### src/rtl/tile_sequencer.sv
// Purpose: sequences one tile multiply: streams (wc+1)(wl+1)(xl+1) operand beats,
//          waits LAT cycles for the multiplier to drain, then pulses done.
// Latency: start sampled in IDLE -> first beat next cycle; done LAT+1 cycles after last beat.
// Backpressure: enable low freezes all state (counters, FSM, y_valid) with strobes held 0.
// Ports: clk/reset (sync, active-high), enable, start, cfg_* (latched on start),
//        clear_out -> y_valid (1-cycle delayed), busy/done status, stream_en,
//        w_switch/x_switch line strobes, ind_* beat indices, rd/wr memory modes.
module tile_sequencer #(
  parameter int ARRAY = 8,
  parameter int CW    = 6,
  parameter int LW    = 3,
  parameter int LAT   = 9
) (
  input  logic             clk,
  input  logic             reset,
  input  logic             enable,
  input  logic             start,
  input  logic [CW-1:0]    cfg_wc,
  input  logic [LW-1:0]    cfg_wl,
  input  logic [LW-1:0]    cfg_xl,
  input  logic [3:0]       cfg_mode,
  input  logic [ARRAY-1:0] clear_out,
  output logic             busy,
  output logic             done,
  output logic             stream_en,
  output logic             w_switch,
  output logic             x_switch,
  output logic [CW-1:0]    ind_wc,
  output logic [LW-1:0]    ind_wl,
  output logic [LW-1:0]    ind_xl,
  output logic [1:0]       rd_mode_x,
  output logic [1:0]       rd_mode_w,
  output logic [2:0]       wr_mode,
  output logic [ARRAY-1:0] y_valid
);

  localparam logic [1:0] S_IDLE   = 2'd0;
  localparam logic [1:0] S_STREAM = 2'd1;
  localparam logic [1:0] S_DRAIN  = 2'd2;
  localparam logic [1:0] S_DONE   = 2'd3;

  localparam logic [7:0] LAT_CNT = 8'(LAT);

  logic [1:0]       state_q, state_d;
  logic [CW-1:0]    wc_q, wc_d;
  logic [LW-1:0]    wl_q, wl_d;
  logic [LW-1:0]    xl_q, xl_d;
  // Only transpose X, transpose W and accumulate matter here.
  logic             tx_q, tx_d;
  logic             tw_q, tw_d;
  logic             acc_q, acc_d;
  logic [CW-1:0]    cnt_wc_q, cnt_wc_d;
  logic [LW-1:0]    cnt_wl_q, cnt_wl_d;
  logic [LW-1:0]    cnt_xl_q, cnt_xl_d;
  logic [7:0]       drain_q, drain_d;
  logic [ARRAY-1:0] y_valid_q;
  logic             last_beat;

  // ReLU is applied by the result path, not by the sequencer.
  logic unused_relu;
  assign unused_relu = cfg_mode[1];

  assign stream_en = enable && (state_q == S_STREAM);
  assign w_switch  = stream_en && (cnt_wc_q == wc_q);
  assign x_switch  = w_switch && (cnt_wl_q == wl_q);
  assign last_beat = x_switch && (cnt_xl_q == xl_q);

  assign busy      = (state_q == S_STREAM) || (state_q == S_DRAIN);
  // Gated by enable so a stalled DONE cycle yields exactly one visible pulse.
  assign done      = enable && (state_q == S_DONE);
  assign ind_wc    = cnt_wc_q;
  assign ind_wl    = cnt_wl_q;
  assign ind_xl    = cnt_xl_q;
  assign rd_mode_x = stream_en ? (tx_q ? 2'd3 : 2'd1) : 2'd0;
  assign rd_mode_w = stream_en ? (tw_q ? 2'd3 : 2'd1) : 2'd0;
  assign wr_mode   = busy ? {1'b1, (acc_q ? 2'b10 : 2'b01)} : 3'd0;
  assign y_valid   = y_valid_q;

  always_comb begin
    state_d  = state_q;
    wc_d     = wc_q;
    wl_d     = wl_q;
    xl_d     = xl_q;
    tx_d     = tx_q;
    tw_d     = tw_q;
    acc_d    = acc_q;
    cnt_wc_d = cnt_wc_q;
    cnt_wl_d = cnt_wl_q;
    cnt_xl_d = cnt_xl_q;
    drain_d  = drain_q;
    case (state_q)
      S_IDLE: begin
        if (start) begin
          wc_d     = cfg_wc;
          wl_d     = cfg_wl;
          xl_d     = cfg_xl;
          tx_d     = cfg_mode[3];
          tw_d     = cfg_mode[2];
          acc_d    = cfg_mode[0];
          cnt_wc_d = '0;
          cnt_wl_d = '0;
          cnt_xl_d = '0;
          state_d  = S_STREAM;
        end
      end
      S_STREAM: begin
        // Nested wrap: cell -> W line -> X line. The last beat wraps every
        // counter to zero, leaving them clean for DRAIN and the next job.
        cnt_wc_d = w_switch ? '0 : cnt_wc_q + CW'(1);
        if (w_switch) cnt_wl_d = x_switch ? '0 : cnt_wl_q + LW'(1);
        if (x_switch) cnt_xl_d = last_beat ? '0 : cnt_xl_q + LW'(1);
        if (last_beat) begin
          state_d = S_DRAIN;
          drain_d = LAT_CNT;
        end
      end
      S_DRAIN: begin
        drain_d = drain_q - 8'd1;
        if (drain_q == 8'd1) state_d = S_DONE;
      end
      default: state_d = S_IDLE;
    endcase
  end

  always_ff @(posedge clk) begin
    if (reset) begin
      state_q   <= S_IDLE;
      wc_q      <= '0;
      wl_q      <= '0;
      xl_q      <= '0;
      tx_q      <= 1'b0;
      tw_q      <= 1'b0;
      acc_q     <= 1'b0;
      cnt_wc_q  <= '0;
      cnt_wl_q  <= '0;
      cnt_xl_q  <= '0;
      drain_q   <= '0;
      y_valid_q <= '0;
    end else if (enable) begin
      state_q   <= state_d;
      wc_q      <= wc_d;
      wl_q      <= wl_d;
      xl_q      <= xl_d;
      tx_q      <= tx_d;
      tw_q      <= tw_d;
      acc_q     <= acc_d;
      cnt_wc_q  <= cnt_wc_d;
      cnt_wl_q  <= cnt_wl_d;
      cnt_xl_q  <= cnt_xl_d;
      drain_q   <= drain_d;
      y_valid_q <= clear_out;
    end
  end

endmodule

### config.mk
export PLATFORM = sky130hd
export DESIGN_NAME = tile_sequencer
export DESIGN_NICKNAME = d
export VERILOG_FILES = /design/src/rtl/tile_sequencer.sv
export SDC_FILE = /design/constraint.sdc
export NUM_CORES = 1
export LEC_CHECK = 0
export CAP_MARGIN = 10
export CORE_ASPECT_RATIO = 0.6
export CORE_UTILIZATION = 53
export DETAILED_ROUTE_END_ITERATION = 7
export PLACE_DENSITY = 0.87
export SYNTH_ARGS = -nofsm -noshare
export SYNTH_HDL_FRONTEND = slang
export SYNTH_SLANG_ARGS = --single-unit
### constraint.sdc
create_clock -name clk -period 4.5 [get_ports clk]
set_clock_uncertainty 0.05 [all_clocks]
set_input_delay 0.9 -clock clk [delete_from_list [all_inputs] [get_ports clk]]
set_output_delay 0.9 -clock clk [all_outputs]
set_load 0.03 [all_outputs]
==> reports/qor.yml, run 1 <==
outcome: "finished, final reports clean"
worstPathRequired_ns: 3.55
first_iter_violations: 137
layout_commonest_cell: "clkdlybuf4s50_1"
grt_max_degree: 30
fp-row-count: 18
crit_family: "buffers and inverters"
hold_viol_final: 0
final_cell_mix: "clkdlybuf4s50_1, dfxtp_1, nand2_1"
overflow: 0
grt_pass1_wl_mm: 9.432
nFillCells: 330
whs_ns: 0.4060
ys_types: 48
r2r_cells: 8
worst_pin_slew_ns: 0.9944
cts.repair.resized: 0
power_density_mw_per_mm2: 352.1
die-area_mm2: 0.004812
synth_warnings: 0
htreeDepth: 2
avgSynthCellArea_um2: 8.484
synthTopCellsByArea: "dfxtp_1, nand2_1, a21oi_1"
num_vias: 2259
crit_buf_inv: 3
vdd_ir_drop_max_mv: 0.3051
routed_wl_mm: 5.897
finalCritPeriodShare_pct: 82.92
viasPerCell: 5.690
slowest_stage: "clkdlybuf4s50_1"
p_total_w: 0.001107
antenna_cells: 0
drt_first_pass_iters: 4
cts_buffers: 5
antenna_found_initial: 0
synth_area_mm2: 0.002401
crit_type: "in2out"
track_usage_pct: 26.67
start_util_pct: 56.71
die_h_um: 54.14
fin_nets: 373
syn_inst: 283
hold_path_class: "reg2reg"
fin_crit_ns: 3.731
yosys.area.top_type: "dfxtp_1"
syn_nets: 320
hold_buffers: 0
clock.fmax_mhz: 268.0
io_pins: 60
setup_ws_ns: 0.7686
routabilityCongestion: 0.8246
drive_above_1_share_pct: 7.122
cp_num_cells: 6
ant_nets: 0
p_leak_nw: 1.224
dieWidth_um: 88.90
port_buffers: 58
cts-root-buf: "clkbuf_8"
grt_pass1_vias: 2017
place_worst_setup_slack_ns: 0.8038
crit_chain: "clkdlybuf4s50_1, nand2_1, nor4_4, nand2_1, inv_1, clkdlybuf4s50_1"
fin_setup_tns_ns: 0
crit_path_start_kind: "input port"
synth_seq_cells: 45
critPathMaxStageDelay_ns: 0.66
synthFlopType: "dfxtp_1"
maxCapViolCount: 0
whs_path_depth: 2
clk_latency_ns: 0.30
area_growth_pct: 30.90
hpwlAfterDp_mm: 4.277
synthArstFlopShare_pct: 0
wire_per_inst_um: 14.85
synth_edf_count: 0
cts_tree: "done"
cp_data_arrival_time_ns: 2.78
synth-seq-area-share_pct: 37.52
end_kind: "output pin"
cts_setup_buffers: 0
remaining_drc_errors: 0
synth_top_area_share_pct: 37.52
cts_num_sinks: 45
clk_path_buf_depth: 2
rsz0062_at_grt: "no"
clkTransAtPathRegs_ns: 0.09
core_mm2: 0.004234
cp_max_fo: 5
setup_viol: 0
relSlewSlack_pct: 33.50
drv_slew: 0
-- registers in the layout, indices dropped and copies added (netlist names) --
signal,count
tx_q,1
xl_q,3
state_q,2
y_valid,8
acc_q,1
wc_q,6
ind_xl,3
ind_wl,3
wl_q,3
tw_q,1
drain_q,8
ind_wc,6
-- report_power, final --
| group | switching (W) | internal (W) |
|---|---|---|
| registers | 0.0000167 | 0.000419 |
| logic | 0.000187 | 0.000123 |
| clock network | 0.000141 | 0.000221 |
-- stage by stage --
stage	util, %	instance area (um2)	cells
global route	74.23	3143	397
global placement	71.07	3009	389
finish	74.23	3143	397
detailed placement	71.07	3009	389
CTS	74.23	3143	397
floorplan	-	2401	283
-- tightest hold or removal path, delay by kind of cell (launching register included) --
| kind | cells | cell delay, ns |
|---|---|---|
| flops | 1 | 0.31 |
| simple gates | 1 | 0.05 |
| compound gates | 1 | 0.05 |
-- final cells by class --
type                    instances  area (um2)  area share (%)
multi-input cells             211        1384           44.03
flip-flops and latches         45       900.9           28.66
repair buffers                 62       608.1           19.35
well taps                      60       75.07           2.389
clock buffers                   5       68.82           2.189
clock inverters                 3       65.06           2.070
inverters                      11       41.29           1.314
-- worst paths after layout --
kind / start / end / slack [ns]
min reg2reg: tx_q / tx_q / 0.41
max: enable / w_switch / 0.77
min: tx_q / tx_q / 0.41
max reg2reg: state_q[1] / state_q[0] / 1.61
-- routing by layer --
metal | wire, um | global-route usage (%)
met1 | 2789 | 35.89
met2 | 2512 | 41.54
met3 | 540 | 8.129
met4 | 55 | 7.796
met5 | 0 | 0
-- logic make-up (layout without fill, tap and decap cells) --
| kind of cell | count (synthesis) | count (layout) | synth area share, % |
|---|---|---|---|
| buffers and inverters | 27 | 81 | 4.846 |
| xor gates and xnor gates | 12 | 12 | 4.378 |
| DFF | 45 | 45 | 37.52 |
| AOI/OAI and AO/OA | 60 | 60 | 16.36 |
| adders and majority gates | 9 | 9 | 4.690 |
| muxes | 13 | 13 | 5.472 |
| and+or+nand+nor | 117 | 117 | 26.73 |
-- Yosys cell counts, types with 2 or more instances --
master,number
a311oi_1,4
xnor2_1,3
xor2_1,9
clkbuf_1,11
and3_1,6
nand3_1,8
nor2_1,16
dfxtp_1,45
a31oi_1,4
a21oi_1,26
nand4_1,3
and2_1,3
or3_1,3
inv_1,11
buf_4,4
a21boi_0,2
nand2b_1,9
mux2i_1,12
a211oi_1,2
nor3_1,6
nand4b_1,3
o31ai_1,2
ha_1,9
or4_1,3
nand3b_1,4
nand2_1,41
nor2b_1,2
or3b_1,2
o21ai_0,11
(Power assumes the default switching activity.)
==> run 2: changes to the inputs <==
CORE_UTILIZATION = 44   (was 53)
PLACE_DENSITY = 0.78   (was 0.87)
clock period = 3.05 ns   (was 4.5 ns; I/O delays follow)
==> run 2 against run 1 <==
  * Critical path depth stayed put
  * Hold slack better by 0.0066 ns
  * Via count is 1.2% lower
  * Highest routed layer unchanged
  * Die area is 20% higher
  * Largest power group unchanged
  * Wire length is 3.2% higher
  * Non-clock buffer count is 4 higher
  * Global-route usage is 4.5 points lower
  * Sequential cell count stayed put
==> reports/qor.yml, run 2 (synthesized netlist as in run 1, its figures left out) <==
crit_start: "enable"
stdcell_count: 407  # +2.5%
maxCapViolCount: 0  # unchanged
cp_max_fo: 6  # +1
cts-root-buf: "clkbuf_8"
hold_viol_final: 0  # unchanged
ant_nets: 0  # unchanged
switching_share_pct: 33.21  # +2.1 points
crit_type: "in2out"
num_vias: 2233  # -1.2%
wl_met3_um: 698  # +29%
hold_buffers: 0  # unchanged
p_int_w: 0.001007  # +32%
clkTransAtPathRegs_ns: 0.08  # about the same
clk_latency_ns: 0.30  # about the same
end_kind: "output pin"
die_h_um: 59.22  # +9.4%
antenna_found_initial: 0  # unchanged
wl_met2_mm: 2.462  # -2.0%
finalCritPeriodShare_pct: 92.69
first_iter_violations: 99  # -28%
fp-row-count: 20  # +2
r2r-start: "state_q[1]"
place_worst_setup_slack_ns: 0.1925  # -0.6114 ns
cts_num_sinks: 45  # unchanged
layout_commonest_cell: "clkdlybuf4s50_1"
cts_tree: "done"
cp_data_arrival_time_ns: 2.17  # -0.61 ns
die-area_mm2: 0.005766  # +20%
placed_cell_area_mm2: 0.003029  # +0.67%
cts.repair.resized: 0  # unchanged
grt_max_degree: 27  # -10%
hold_path_class: "reg2reg"
routabilityCongestion: 0.7871  # -4.5%
dp_cells: 399  # +2.6%
outcome: "finished, final reports clean"
power_density_mw_per_mm2: 481.7  # +37%
wire_per_inst_um: 14.96  # +0.69%
core_mm2: 0.005155  # +22%
fin_nets: 377  # +1.1%
worstPathRequired_ns: 2.39  # -1.16 ns
viasPerCell: 5.486  # -3.6%
rsz0062_at_grt: "no"
grt_pass1_wl_mm: 10.04  # +6.4%
p_leak_nw: 1.243  # +1.6%
fin_crit_ns: 2.827
drt_first_pass_iters: 4  # unchanged
hpwlAfterDp_mm: 4.578  # +7.0%
io_pins: 60  # unchanged
worst_pin_slew_ns: 0.6352  # -0.3592 ns
drive_above_1_share_pct: 10.26  # +3.1 points
routed_wl_mm: 6.087  # +3.2%
pwr-share-clk_pct: 26.7  # -6.0 points
fin_setup_tns_ns: 0  # unchanged
power_frac_comb_pct: 30.6  # +2.6 points
finish.instance_area_mm2: 0.003131  # -0.40%
port_buffers: 58  # unchanged
final_cell_mix: "clkdlybuf4s50_1, dfxtp_1, nand2_1"
maxUsedRoutingLayer: "met4"
clk_path_buf_depth: 2  # unchanged
vdd_ir_drop_max_mv: 0.2927  # -4.1%
clock.fmax_mhz: 353.7
remaining_drc_errors: 0  # unchanged
detail_route.wirelength.met1_mm: 2.882  # +3.3%
grt_pass1_vias: 2040  # +1.1%
pwr-share-seq_pct: 42.7  # +3.3 points
dieWidth_um: 97.37  # +9.5%
overflow: 0  # unchanged
relSlewSlack_pct: 57.20  # +24 points
area_growth_pct: 30.38
switchingPower_w: 0.0005008  # +45%
setup_ws_ns: 0.2230  # -0.5455 ns
htreeDepth: 2  # unchanged
cts_setup_buffers: 0  # unchanged
cts_buffers: 5  # unchanged
antenna_cells: 0  # unchanged
start_util_pct: 46.58  # -10 points
drv_slew: 0  # unchanged
nFillCells: 462  # +40%
track_usage_pct: 22.14  # -4.5 points
crit_path_start_kind: "input port"
setup_viol: 0  # unchanged
hp-start: "tx_q"
[run 2: cell types whose count changed in the layout (fill, tap and decap cells not counted), sizes merged]
cell,delta
clkdlybuf4s50,-7
bufinv,-2
clkbuf,+2
buf,+11
[run 2: metrics by stage]
stage | hold WS, ns | util, % | total power (W)
after global placement | 0.3888 | 58.76 | 0.001100
after floorplan | 0.3821 | - | 0.0009599
final | 0.4125 | 60.73 | 0.001508
after CTS | 0.4112 | 60.73 | 0.001516
after global routing | 0.4340 | 60.73 | 0.001589
after detailed placement | 0.3995 | 58.76 | 0.001113
[run 2: power groups by stage]
stage	registers [W]	clock network [W]	logic [W]
2_1_floorplan	0.000667	0	0.000293
3_3_place_gp	0.000656	0	0.000445
3_5_place_dp	0.000657	0	0.000456
4_1_cts	0.000644	0.000412	0.000460
5_1_grt	0.000649	0.000440	0.000500
6_report	0.000644	0.000403	0.000461
[run 2: area by class of cell]
class	count	area [um2]	area share, %
clock inverters	1	5.005	0.1599
well taps	66	82.58	2.638
clock buffers	7	96.34	3.078
repair buffers	66	620.6	19.82
inverters	11	41.29	1.319
multi-input cells	211	1384	44.20
flip-flops and latches	45	900.9	28.78
[run 2: layer usage]
metal,up-vias,track usage [%]
li1,1107,-
met1,1024,30.94
met2,94,34.07
met3,8,6.722
met4,0,4.412
met5,-,0
[run 2: final timing paths]
kind	endpoint	cells after the start	slack [ns]
max reg2reg	state_q[0]	7	0.69
min reg2reg	tx_q	2	0.41
min	tx_q	2	0.41
max	x_switch	6	0.22
[run 2: worst max-delay path, cell delays in order]
cell	delay, ns
clkdlybuf4s50_1	0.50
nand2_1	0.17
nor4_4	0.41
nand3_1	0.21
inv_1	0.10
buf_4	0.16
